$ cat config.mk
export PLATFORM = sky130hd
export DESIGN_NAME = interrupt_sequencer
export DESIGN_NICKNAME = d
export VERILOG_FILES = /design/src/rtl/intseq_pkg.sv /design/src/rtl/intseq_irq_stack.sv /design/src/rtl/interrupt_sequencer.sv
export SDC_FILE = /design/constraint.sdc
export NUM_CORES = 1
export LEC_CHECK = 0
export BUFFER_PORTS_ARGS = -buffer_cell sky130_fd_sc_hd__buf_2
export CAP_MARGIN = 20
export CORE_ASPECT_RATIO = 1.2
export CORE_MARGIN = 1.5
export CORE_UTILIZATION = 41
export DETAILED_ROUTE_END_ITERATION = 10
export PLACE_DENSITY = 0.73
export SYNTH_ARGS = -nofsm -noshare
export SYNTH_HDL_FRONTEND = slang
export SYNTH_HIERARCHICAL = 1
export SYNTH_SLANG_ARGS = --single-unit
$ cat constraint.sdc
create_clock -name CLK -period 1.45 [get_ports CLK]
set_clock_uncertainty 0.05 [all_clocks]
set_input_delay 0.29 -clock CLK [delete_from_list [all_inputs] [get_ports CLK]]
set_output_delay 0.29 -clock CLK [all_outputs]
set_load 0.005 [all_outputs]
$ cat src/rtl/intseq_pkg.sv
// Shared constants and FSM state encoding for the interrupt sequencer.
package intseq_pkg;

  localparam int IRQ_W     = 4;
  localparam int VEC_SHIFT = 2;

  typedef enum logic [1:0] {
    ST_IDLE  = 2'd0,
    ST_ARMED = 2'd1,
    ST_REQ   = 2'd2,
    ST_ISR   = 2'd3
  } intseq_state_e;

endpackage

$ cat src/rtl/intseq_irq_stack.sv
// Two-entry LIFO holding preempted handler IRQ numbers; only built with INTSEQ_NEST_EN.
module intseq_irq_stack
  import intseq_pkg::*;
(
  input  logic             CLK,
  input  logic             RSTb,
  input  logic             push,
  input  logic             pop,
  input  logic [IRQ_W-1:0] push_irq,
  output logic [IRQ_W-1:0] top,
  output logic [1:0]       depth
);

  logic [IRQ_W-1:0] entry [2];

  always_ff @(posedge CLK or negedge RSTb) begin
    if (!RSTb) begin
      depth <= 2'd0;
    end else if (push && (depth != 2'd2)) begin
      depth <= depth + 2'd1;
    end else if (pop && (depth != 2'd0)) begin
      depth <= depth - 2'd1;
    end
  end

  // Entry storage is pure data; emptiness is tracked by depth alone.
  always_ff @(posedge CLK) begin
    if (push && (depth != 2'd2)) begin
      entry[depth[0]] <= push_irq;
    end
  end

  assign top = (depth == 2'd2) ? entry[1] : entry[0];

endmodule

$ cat src/rtl/interrupt_sequencer.sv
// Takes a prioritised IRQ at an instruction boundary, presents its vector and tracks the
// active handler. Define INTSEQ_NEST_EN to allow one level of higher-priority preemption.
module interrupt_sequencer
  import intseq_pkg::*;
#(
  parameter int             BITS        = 16,
  parameter logic [BITS-1:0] VECTOR_BASE = '0
) (
  input  logic             CLK,
  input  logic             RSTb,
  input  logic             interrupt,
  input  logic [IRQ_W-1:0] irq,
  input  logic             gie,
  input  logic             insn_boundary,
  input  logic             ack,
  input  logic             reti,
  output logic             int_req,
  output logic [BITS-1:0]  vector,
  output logic             in_isr,
  output logic [IRQ_W-1:0] active_irq
);

  intseq_state_e    state;
  logic [IRQ_W-1:0] cand_irq;
  logic             req_valid;
  logic             last_level;
  logic             nest_take;
  logic [IRQ_W-1:0] prev_irq;

  function automatic logic [BITS-1:0] vec_of(input logic [IRQ_W-1:0] n);
    logic [BITS-1:0] off;
    off = BITS'(n) << VEC_SHIFT;
    return VECTOR_BASE + off;
  endfunction

  assign req_valid = interrupt && gie && (irq != '0);

`ifdef INTSEQ_NEST_EN
  logic       stk_push;
  logic       stk_pop;
  logic [1:0] stk_depth;

  // The preempted handler is saved only when an ack arrives while one is already running.
  assign stk_push = (state == ST_REQ) && ack && in_isr;
  assign stk_pop  = (state == ST_ISR) && reti && (stk_depth != 2'd0);

  intseq_irq_stack u_stack (
    .CLK      (CLK),
    .RSTb     (RSTb),
    .push     (stk_push),
    .pop      (stk_pop),
    .push_irq (active_irq),
    .top      (prev_irq),
    .depth    (stk_depth)
  );

  assign last_level = (stk_depth == 2'd0);
  assign nest_take  = req_valid && insn_boundary && (irq < active_irq) && (stk_depth == 2'd0);
`else
  assign last_level = 1'b1;
  assign prev_irq   = '0;
  assign nest_take  = 1'b0;
`endif

  always_ff @(posedge CLK or negedge RSTb) begin
    if (!RSTb) begin
      state      <= ST_IDLE;
      int_req    <= 1'b0;
      vector     <= VECTOR_BASE;
      in_isr     <= 1'b0;
      active_irq <= '0;
      cand_irq   <= '0;
    end else begin
      case (state)
        ST_IDLE: begin
          if (req_valid) state <= ST_ARMED;
        end
        ST_ARMED: begin
          if (!req_valid) begin
            state <= ST_IDLE;
          end else if (insn_boundary) begin
            state    <= ST_REQ;
            cand_irq <= irq;
            vector   <= vec_of(irq);
            int_req  <= 1'b1;
          end
        end
        ST_REQ: begin
          // Completion always uses the latched candidate, whatever irq is doing now.
          if (ack) begin
            state      <= ST_ISR;
            active_irq <= cand_irq;
            in_isr     <= 1'b1;
            int_req    <= 1'b0;
          end
        end
        ST_ISR: begin
          if (reti) begin
            if (last_level) begin
              state      <= ST_IDLE;
              active_irq <= '0;
              in_isr     <= 1'b0;
              vector     <= VECTOR_BASE;
            end else begin
              active_irq <= prev_irq;
            end
          end else if (nest_take) begin
            state    <= ST_REQ;
            cand_irq <= irq;
            vector   <= vec_of(irq);
            int_req  <= 1'b1;
          end
        end
        default: state <= ST_IDLE;
      endcase
    end
  end

endmodule

==> results.toml <==
[clocking]
clk_pin_slew_ns = 0.09
cts_max_path_buffers = 2
clk_latency_ns = 0.29
cts-root-buf = "clkbuf_4"
post_cts_buffers = 0
cts_buffers = 3
tritoncts = "yes"
cts.sinks = 16
htreeDepth = 1

[outcome]
outcome = "completed"

[placement]
dp_hpwl_um = 1110
place_inst = 119
dp_slack_ns = -0.218
port_buffers = 20
place.gp.congestion = 0.744

[run]
cap_violations = 0

[synth]
synth.distinct_cells = 21
yosysWarnings = 6
yosysSeqAreaShare_pct = 50.5
avgSynthCellArea_um2 = 10.4
syn_area_um2 = 793
ys_ff_latch = 16
netlist_instances = 76
synth_area_leader_cell = "dfrtp_1"
synth_top_cell_area_share_pct = 50.5
netlist_top_cells_area = "dfrtp_1, buf_4, a32o_1"

[sta]
maxSlewViolCount = 0
timing.final.crit_period_ns = 1.40
worst_slack_ns = 0.0505
finalCritPeriodShare_pct = 96.5
setup_tns_ns = 0
setup_viol = 0
finalHoldViolCount = 0
fmax_mhz = 715

[power_and_ir_drop]
p_leak_nw = 0.482
vdd_drop_max_mv = 0.897
p_per_area_nw_per_um2 = 1630

[critical_path]
crit_family = "simple AND/OR/NAND/NOR gates"
crit_buf_inv = 0
path_class = "reg2reg"
required_ns = 1.58
critPathMaxStageDelay_ns = 0.56
arrival_ns = 1.53
r2r_cells = 2
worst-path-stages = 2
crit_path_end_kind = "flip-flop"
cp_max_fo = 5
start_kind = "flip-flop"
cp_slowest_cell = "or4b_4"
r2r_slack_ns = 0.05
path_cells = "or4b_4 > a32o_1"

[final_layout]
finalNonFillerCells = 124
final_layout_size_suffix_gt1_share_pct = 35.2
synthToLayoutAreaGrowth_pct = 21.8
final_nets = 118
antenna_cells = 0

[detailed_routing]
vias = 632
drc = 0
firstDrtPassIters = 4
wire_per_inst_um = 12.5
drtIter0Drc = 14
postRouteAntennaNets = 0
wl_um = 1560
routed_via_density = 5.10

[global_routing]
grt_usage_pct = 15.6
grt_overflow_total = 0
grt_start_max_net_pins = 17
antenna_found_initial = 0
grt_pass1_vias = 575
grt_pass1_wl_um = 2490

[hold_path]
holdCritStartpoint = "irq[2]"
hold_path.class = "in2reg"
holdPathStages = 3

[floorplan]
die_w_um = 43.2
pin_count = 33
rows = 17
die_area_um2 = 2210
initial_core_util_pct = 43.4
coreArea_um2 = 1830
die_h_um = 51.2
registers in the layout, summed over array words and instances, names as in the netlist, named ones only:
signal / flops
in_isr: 1
state: 1
vector: 4
active_irq: 4
int_req: 1
cand_irq: 4
worst paths after layout:
path                                                   to
worst max-delay path                vector[4]$_DFFE_PN0P_
worst min-delay path                vector[4]$_DFFE_PN0P_
max in group asynchronous       active_irq[0]$_DFFE_PN0P_
worst min register to register  active_irq[2]$_DFFE_PN0P_
min in group asynchronous           vector[3]$_DFFE_PN0P_
worst max register to register      vector[4]$_DFFE_PN0P_
where the power goes:
group          switching [mW]  total, mW  internal, mW
clock network           0.132      0.229        0.0965
logic                   0.272      0.590         0.318
registers               0.117      0.757         0.639
total                   0.522       1.58          1.05
per-stage QoR:
step                      hold slack [ns]  util (%)  power [mW]  instance area, um2
final                               0.279      52.8        1.58                 966
after CTS                           0.274      51.9        1.57                 950
after global placement              0.168      49.9        1.32                 913
after detailed placement            0.173      49.9        1.34                 913
after floorplan                   -0.0556         -        1.11                 835
after global routing                0.294      52.8        1.70                 966
layout by cell type (no fill, tap or decap), drive strengths merged:
cell	instances
a31oi	4
conb	12
buf	29
o21ai	3
a21oi	3
nand2	9
a22o	4
dlygate4sd3	1
nor2b	4
o2bb2ai	4
clkbuf	3
inv	2
or3b	1
or4	1
nand3	1
o211ai	1
dfrtp	16
nor3	1
a32o	4
or4b	2
worst reg2reg max path: stages (launching register included):
cell	delay (ns)
dfrtp_1	0.42
or4b_4	0.56
a32o_1	0.27
synthesized netlist by cell type, drive strengths merged:
master and n:
a21oi 3, a22o 4, a31oi 4, a32o 4, buf 13, clkbuf 3
conb 1, dfrtp 16, inv 2, nand2 9, nand3 1, nor2b 4
nor3 1, o211ai 1, o21ai 3, o2bb2ai 4, or3b 1, or4 1
or4b 1
kinds of logic (layout without fill, tap and decap cells):
kind of cell,after synthesis,after routing,share of synthesized area (%)
flops,16,16,50.5
buf+inv,18,35,15.1
compound gates,23,23,21.9
simple gates,18,19,12.0
other cells,1,12,0.473
layout make-up:
type / instances / area, um2
clock buffer: 3 / 22.5
multi-input combinational: 54 / 334
fill: 167 / 863
timing repair buffer: 30 / 178
sequential: 16 / 400
inverter: 2 / 7.51
tap: 19 / 23.8
routing by layer:
layer / share of wire (%) / vias to the layer above / GRT usage, %
li1: - / 311 / -
met1: 48 / 288 / 20.3
met2: 43 / 29 / 23.1
met3: 5.7 / 4 / 2.83
met4: 3.0 / 0 / 10.6
met5: 0 / - / 0
repair_timing:
| item | in CTS | in global routing |
|---|---|---|
| hold buffers | 1 | 0 |
| setup endpoints to repair | 10 | 6 |
| resized for setup | 1 | 2 |
| endpoints found under the hold margin | 16 | 0 |
| pin swaps | 4 | 1 |
| gates cloned | 0 | 1 |
(Power assumes the default switching activity.)
